`src/rtl/fpu_conv_issue_if.sv`:
```
// rtl/fpu_conv_issue_if.sv - core request/response and conversion-unit handshake bundle
interface fpu_conv_issue_if;
    logic        req;
    logic [1:0]  op;
    logic [31:0] src;
    logic        busy;
    logic        done;
    logic        err;
    logic [31:0] result;
    logic [31:0] itof_a;
    logic [31:0] ftoi_a;
    logic        itof_en;
    logic        ftoi_en;
    logic [31:0] itof_res;
    logic [31:0] ftoi_res;
    logic        itof_ready;
    logic        ftoi_ready;

    modport slave (
        input  req, op, src, itof_res, ftoi_res, itof_ready, ftoi_ready,
        output busy, done, err, result, itof_a, ftoi_a, itof_en, ftoi_en
    );

    modport master (
        output req, op, src, itof_res, ftoi_res, itof_ready, ftoi_ready,
        input  busy, done, err, result, itof_a, ftoi_a, itof_en, ftoi_en
    );
endinterface

```
`src/rtl/fpu_conv_issue.sv`:
```
// rtl/fpu_conv_issue.sv - issue/collect controller for the itof and ftoi conversion units
module fpu_conv_issue #(
    parameter int unsigned WAIT_MAX = 15
) (
    input  logic              clk,
    input  logic              rstn,
    fpu_conv_issue_if.slave   bus
);
    typedef enum logic [1:0] {IDLE, ISSUE, WAIT} state_t;

    localparam logic [7:0]  WAIT_LAST = 8'(WAIT_MAX - 1);
    localparam logic [31:0] INT_MIN   = 32'h8000_0000;
    localparam logic [31:0] INT_MIN_F = 32'hCF00_0000;

    state_t      state;
    logic        sel_ftoi;
    logic [7:0]  wait_cnt;
    logic        done_q;
    logic        err_q;
    logic [31:0] result_q;
    logic [31:0] itof_a_q;
    logic [31:0] ftoi_a_q;
    logic        itof_en_q;
    logic        ftoi_en_q;

    logic        sel_ready;
    logic [31:0] sel_res;

    // Only the unit that was issued is listened to; the other one's ready is noise.
    assign sel_ready = sel_ftoi ? bus.ftoi_ready : bus.itof_ready;
    assign sel_res   = sel_ftoi ? bus.ftoi_res   : bus.itof_res;

    always_ff @(posedge clk or negedge rstn) begin
        if (!rstn) begin
            state     <= IDLE;
            sel_ftoi  <= 1'b0;
            wait_cnt  <= '0;
            done_q    <= 1'b0;
            err_q     <= 1'b0;
            result_q  <= '0;
            itof_a_q  <= '0;
            ftoi_a_q  <= '0;
            itof_en_q <= 1'b0;
            ftoi_en_q <= 1'b0;
        end else begin
            done_q    <= 1'b0;
            itof_en_q <= 1'b0;
            ftoi_en_q <= 1'b0;
            case (state)
                IDLE: begin
                    if (bus.req) begin
                        if (bus.op[1]) begin
                            done_q   <= 1'b1;
                            err_q    <= 1'b1;
                            result_q <= '0;
                        end else if (!bus.op[0] && bus.src == INT_MIN) begin
                            // The one's-complement itof datapath cannot represent -2^31.
                            done_q   <= 1'b1;
                            err_q    <= 1'b0;
                            result_q <= INT_MIN_F;
                        end else if (!bus.op[0] && bus.src == '0) begin
                            done_q   <= 1'b1;
                            err_q    <= 1'b0;
                            result_q <= '0;
                        end else begin
                            sel_ftoi <= bus.op[0];
                            if (bus.op[0]) begin
                                ftoi_a_q  <= bus.src;
                                ftoi_en_q <= 1'b1;
                            end else begin
                                itof_a_q  <= bus.src;
                                itof_en_q <= 1'b1;
                            end
                            state <= ISSUE;
                        end
                    end
                end
                ISSUE: begin
                    wait_cnt <= '0;
                    state    <= WAIT;
                end
                WAIT: begin
                    if (sel_ready) begin
                        result_q <= sel_res;
                        done_q   <= 1'b1;
                        err_q    <= 1'b0;
                        state    <= IDLE;
                    end else if (wait_cnt == WAIT_LAST) begin
                        result_q <= '0;
                        done_q   <= 1'b1;
                        err_q    <= 1'b1;
                        state    <= IDLE;
                    end else begin
                        wait_cnt <= wait_cnt + 8'd1;
                    end
                end
                default: state <= IDLE;
            endcase
        end
    end

    assign bus.busy    = (state != IDLE);
    assign bus.done    = done_q;
    assign bus.err     = err_q;
    assign bus.result  = result_q;
    assign bus.itof_a  = itof_a_q;
    assign bus.ftoi_a  = ftoi_a_q;
    assign bus.itof_en = itof_en_q;
    assign bus.ftoi_en = ftoi_en_q;
endmodule

```
`src/flat_wrapper.sv`:
```
// flat-port wrapper written by rule: the top's interface ports become plain ports
module fpu_conv_issue_flat 
#(
    parameter int unsigned WAIT_MAX = 15
)
  (clk, rstn, bus_req, bus_op, bus_src, bus_itof_res, bus_ftoi_res, bus_itof_ready, bus_ftoi_ready, bus_busy, bus_done, bus_err, bus_result, bus_itof_a, bus_ftoi_a, bus_itof_en, bus_ftoi_en);
  fpu_conv_issue_if bus_i ();
  input  logic clk;
  input  logic rstn;
  input wire logic [$bits(bus_i.req)-1:0] bus_req;
  input wire logic [$bits(bus_i.op)-1:0] bus_op;
  input wire logic [$bits(bus_i.src)-1:0] bus_src;
  input wire logic [$bits(bus_i.itof_res)-1:0] bus_itof_res;
  input wire logic [$bits(bus_i.ftoi_res)-1:0] bus_ftoi_res;
  input wire logic [$bits(bus_i.itof_ready)-1:0] bus_itof_ready;
  input wire logic [$bits(bus_i.ftoi_ready)-1:0] bus_ftoi_ready;
  output wire logic [$bits(bus_i.busy)-1:0] bus_busy;
  output wire logic [$bits(bus_i.done)-1:0] bus_done;
  output wire logic [$bits(bus_i.err)-1:0] bus_err;
  output wire logic [$bits(bus_i.result)-1:0] bus_result;
  output wire logic [$bits(bus_i.itof_a)-1:0] bus_itof_a;
  output wire logic [$bits(bus_i.ftoi_a)-1:0] bus_ftoi_a;
  output wire logic [$bits(bus_i.itof_en)-1:0] bus_itof_en;
  output wire logic [$bits(bus_i.ftoi_en)-1:0] bus_ftoi_en;
  assign bus_i.req = bus_req;
  assign bus_i.op = bus_op;
  assign bus_i.src = bus_src;
  assign bus_i.itof_res = bus_itof_res;
  assign bus_i.ftoi_res = bus_ftoi_res;
  assign bus_i.itof_ready = bus_itof_ready;
  assign bus_i.ftoi_ready = bus_ftoi_ready;
  assign bus_busy = bus_i.busy;
  assign bus_done = bus_i.done;
  assign bus_err = bus_i.err;
  assign bus_result = bus_i.result;
  assign bus_itof_a = bus_i.itof_a;
  assign bus_ftoi_a = bus_i.ftoi_a;
  assign bus_itof_en = bus_i.itof_en;
  assign bus_ftoi_en = bus_i.ftoi_en;
  fpu_conv_issue #(.WAIT_MAX(WAIT_MAX)) u_core (.clk(clk), .rstn(rstn), .bus(bus_i));
endmodule
```
`config.mk`:
```
export PLATFORM = sky130hd
export DESIGN_NAME = fpu_conv_issue_flat
export DESIGN_NICKNAME = d
export VERILOG_FILES = /design/src/rtl/fpu_conv_issue_if.sv /design/src/rtl/fpu_conv_issue.sv /design/src/flat_wrapper.sv
export SDC_FILE = /design/constraint.sdc
export NUM_CORES = 1
export LEC_CHECK = 0
export ABC_AREA = 1
export ABC_CLOCK_PERIOD_IN_PS = 2100
export CAP_MARGIN = 20
export CORE_UTILIZATION = 25
export CTS_CLUSTER_DIAMETER = 50
export DETAILED_ROUTE_END_ITERATION = 7
export HOLD_SLACK_MARGIN = 0.08
export MAX_ROUTING_LAYER = met4
export PLACE_DENSITY_LB_ADDON = 0.25
export SLEW_MARGIN = 30
export SYNTH_ARGS = -nofsm -noshare
export SYNTH_HDL_FRONTEND = slang
export SYNTH_SLANG_ARGS = --single-unit
```
`constraint.sdc`:
```
create_clock -name clk -period 2.1 [get_ports clk]
set_input_delay 0.315 -clock clk [delete_from_list [all_inputs] [get_ports clk]]
set_output_delay 0.315 -clock clk [all_outputs]
set_load 0.02 [all_outputs]
```
==> results <==
- The port buffer count is 203.
- The share of total power dissipated in combinational logic is 0.500.
- Hold timing on the final database bottoms out at a slack of 476 ps.
- The number of synthesized flops with an enable pin is 0.
- The cell area that synthesis handed to floorplanning was 5220 µm².
- The number of flip-flops and latches in the synthesized netlist is 111.
- 204 I/O pins were placed.
- The final antenna diode count is 0.
- The type of destination of the critical path is an output port.
- Setup repair after global routing left no endpoint under its margin.
- The hold violation total from the final report is 0.
- The share of total power dissipated in sequential elements is 0.336.
- The share of synthesized flip-flops with an asynchronous set or reset is 1.00.
- The top achievable clock speed is 0.543 GHz.
- The initial utilization of the core area, before any placement, comes to 0.256.
- The core region area is 20,400 µm².
- Measured against its own limit, the worst slew margin works out to 0.650.
- In this run the power spent charging and discharging nets is 0.00418 W.
- Yosys instantiated no cell more often than nand2_1.
- At the later pin of the worst-skew pair, clock insertion delay measures 350 ps.
- In this run, distinct cell masters in the synthesized netlist total 31.
- VDD sags by at most 598 µV.
- Of the available clock period, the critical path in the final layout requires 0.877.
- For this block, the routed nets add up to 16,100 µm of wire.
- The via count of the first global-routing pass is 4,736.
- The run finished with clean final reports.
- The initial antenna violation count came to 0.
- The final route contains 4,924 vias.
- The number of max-cap violations is 0.
- The worst hold path class is primary input to async pin.
- The design internal power is 0.00595 W.
- After detailed routing, the number of remaining DRC violations is 0.
- The category of the worst setup path launch point is a flop.
- The library cell occupying the most area in the post-synthesis netlist is dfrtp_1.
- The worst-case setup margin in the final layout is 259 ps.
- The setup clock skew after layout is 7.17 ps.
- The minimum clock period after layout is 1840 ps.
- Detailed placement ended at an HPWL of 11,500 µm.
- The number of cells produced by synthesis is 650.
- The final count of negative-setup-slack endpoints is 0.
- The buffer type at the clock tree root is clkbuf_16.
- Compared with the post-synthesis result, the final layout area differs by 53.4%.
- Of the total power, the clock network draws 0.164.
- The worst register-to-register path has a depth of 8.
- In the routed layout, each cell is associated on average with a via count of 4.33.
- In this run the static leakage power is 3.76 nW.
- The detail route stage leaves a number of antenna-violating nets equal to 0.
- The final-layout fill cell count is 2,085.
- The final weighted congestion in routability-driven placement is 0.755.
- TritonCTS built the clock tree.
- The total overflow left after global routing is 0.
- For this run, the number of Yosys warnings is 0.
- The arrival time at the worst endpoint is 1530 ps.
- The critical path is of the flop to output port type.
- The pre-antenna-repair detailed-routing pass consisted of 5 iterations.
- The reg-to-reg setup timing slack is 370 ps.
- The overall die width is 147 µm.
- After synthesis, the cell types taking the most area are dfrtp_1 (53%), nand2_1 (21%), nand3_1 (3.7%), o21ai_0 (3.5%), a21oi_1 (2.6%).
- The floorplan step defined a die boundary enclosing 21,500 µm².
- Counting instances in the post-synthesis netlist gives the leading cell types as nand2_1 (295), dfrtp_1 (111), nand3_1 (39), o21ai_0 (37).
- The startpoint identified for the worst register-to-register timing path is u_core.wait_cnt[4]$_DFFE_PN0P_.
- Dividing the synthesized area by the synthesized cell count gives 8.03 µm².
- Clock-pin slew was measured on the worst setup and hold paths at 80 ps.
- The maximum number of pins on one net before global-route repair is 65.
- The number of setup buffers added after CTS is 0.
- The all-layer global routing usage is 0.158.
- For this run, the leading register cell type out of synthesis is dfrtp_1.
- The number of pins exceeding their max-slew limit in the final report was 0.
- Dividing total power by cell area gives a power density of 1260 nW/µm².
- The fraction of post-synthesis cell area in the top cell type by area is 0.532.
- The level count of the clock H-tree is 3.
- The largest fanout on the critical path is 5.
- The first-pass GRT wire length is 25,900 µm.
- The vertical die dimension is 147 µm.
- The sink count of the clock tree is 111.
- Clock tree synthesis inserted a total of 9 buffers.
- The final-stage net count is 970.
- In this run, the number of DRC markers left after iteration 0 of detailed routing was 213.
- The portion of the post-synthesis area used by sequential elements is 0.532.
- The post-placement worst setup slack is -40.9 ps.
- The data required time of the worst path is 1780 ps.
- The capturing point of the worst reg2reg path is u_core.bus.result[28]$_DFFE_PN0P_.
- The switching power as a share of total power is 0.413.
- The clock passes through at most 2 buffers.
- The count of standard-cell rows is 52.
- The post-synth net total is 758.
- In the final layout, the share of cells above drive strength 1 is 0.0738.
- After detailed routing, the average wire length per cell comes to 14.2 µm.
- At the pin with the least slew margin, the transition time is 524 ps.
[per-stage QoR]
stage | power [W] | utilization | instances | TNS (ps) | area, µm²
3_3_place_gp | 0.00855 | 0.379 | 1120 | -128 | 7720
5_1_grt | 0.0108 | 0.393 | 1137 | 0 | 8010
2_1_floorplan | 0.00608 | - | 650 | 0 | 5220
3_5_place_dp | 0.00856 | 0.379 | 1120 | -847 | 7720
6_report | 0.0101 | 0.393 | 1137 | 0 | 8010
4_1_cts | 0.0103 | 0.393 | 1137 | 0 | 8010
[worst max-delay path by stage]
stage	slack [ps]	end	start
after floorplan	510	u_core.bus.result[0]$_DFFE_PN0P_	u_core.state[0]$_DFFE_PN0P_
after global placement	-20	u_core.bus.result[1]$_DFFE_PN0P_	bus_src[22]
after detailed placement	-40	u_core.bus.result[28]$_DFFE_PN0P_	bus_src[6]
after CTS	200	bus_busy	u_core.state[0]$_DFFE_PN0P_
after global routing	100	u_core.bus.result[28]$_DFFE_PN0P_	bus_src[4]
final	260	bus_busy	u_core.state[0]$_DFFE_PN0P_
[metal layers]
metal,wire [µm],track usage
met1,7550,0.213
met2,7110,0.232
met3,1370,0.0463
met4,119,0.0375
met5,0,-
[critical path: stages, from the launching register on]
cell	delay [ps]
dfrtp_1	370
inv_1	70
ha_1	250
inv_1	110
dlygate4sd2_1	380
[cell families after synthesis]
family          Yosys count  synth area share
compound gates           82            0.0870
xor+xnor                  5           0.00839
fa+ha+maj                 5            0.0120
buf+inv                  60            0.0525
flops                   111             0.532
mux                       6            0.0115
simple gates            381             0.297
[power by group through the flow]
stage	clock, W	sequential, W	combinational (W)
6_report	0.00166	0.00340	0.00506
5_1_grt	0.00182	0.00351	0.00551
4_1_cts	0.00175	0.00341	0.00514
3_5_place_dp	0	0.00342	0.00514
3_3_place_gp	0	0.00342	0.00512
2_1_floorplan	0	0.00434	0.00174
[cell usage in the layout, fill, tap and decap left out, types with 10 or more instances in the layout]
master	count
o21a_1	10
nand2_1	295
o21ai_0	37
nor2_1	27
buf_4	28
inv_1	24
clkdlybuf4s50_1	201
a21oi_1	27
dfrtp_1	111
nand3_1	39
[registers in the layout (all words and copies together) (netlist names)]
name and count:
u_core.bus.itof_en 1, u_core.state 2, u_core.sel_ftoi 1, u_core.bus.ftoi_a 32, u_core.bus.itof_a 32, u_core.bus.result 32, u_core.bus.err 1, u_core.wait_cnt 8
u_core.bus.done 1, u_core.bus.ftoi_en 1
[area by class of cell]
cell class                 instances  area, µm²  share of cell area
clock inverter                     7       56.3             0.00703
inverter                          25       96.3              0.0120
tap                              270        338              0.0422
timing repair buffer             236       2340               0.292
clock buffer                       9        225              0.0281
multi-input combinational        479       2170               0.271
sequential                       111       2780               0.347
[timing repair]
item,CTS,global route
hold buffers,1,0
endpoints found under the setup margin,1,0
endpoints found under the hold margin,111,0
gates resized for setup,1,0
No activity file was read; power rests on OpenSTA's default activity.
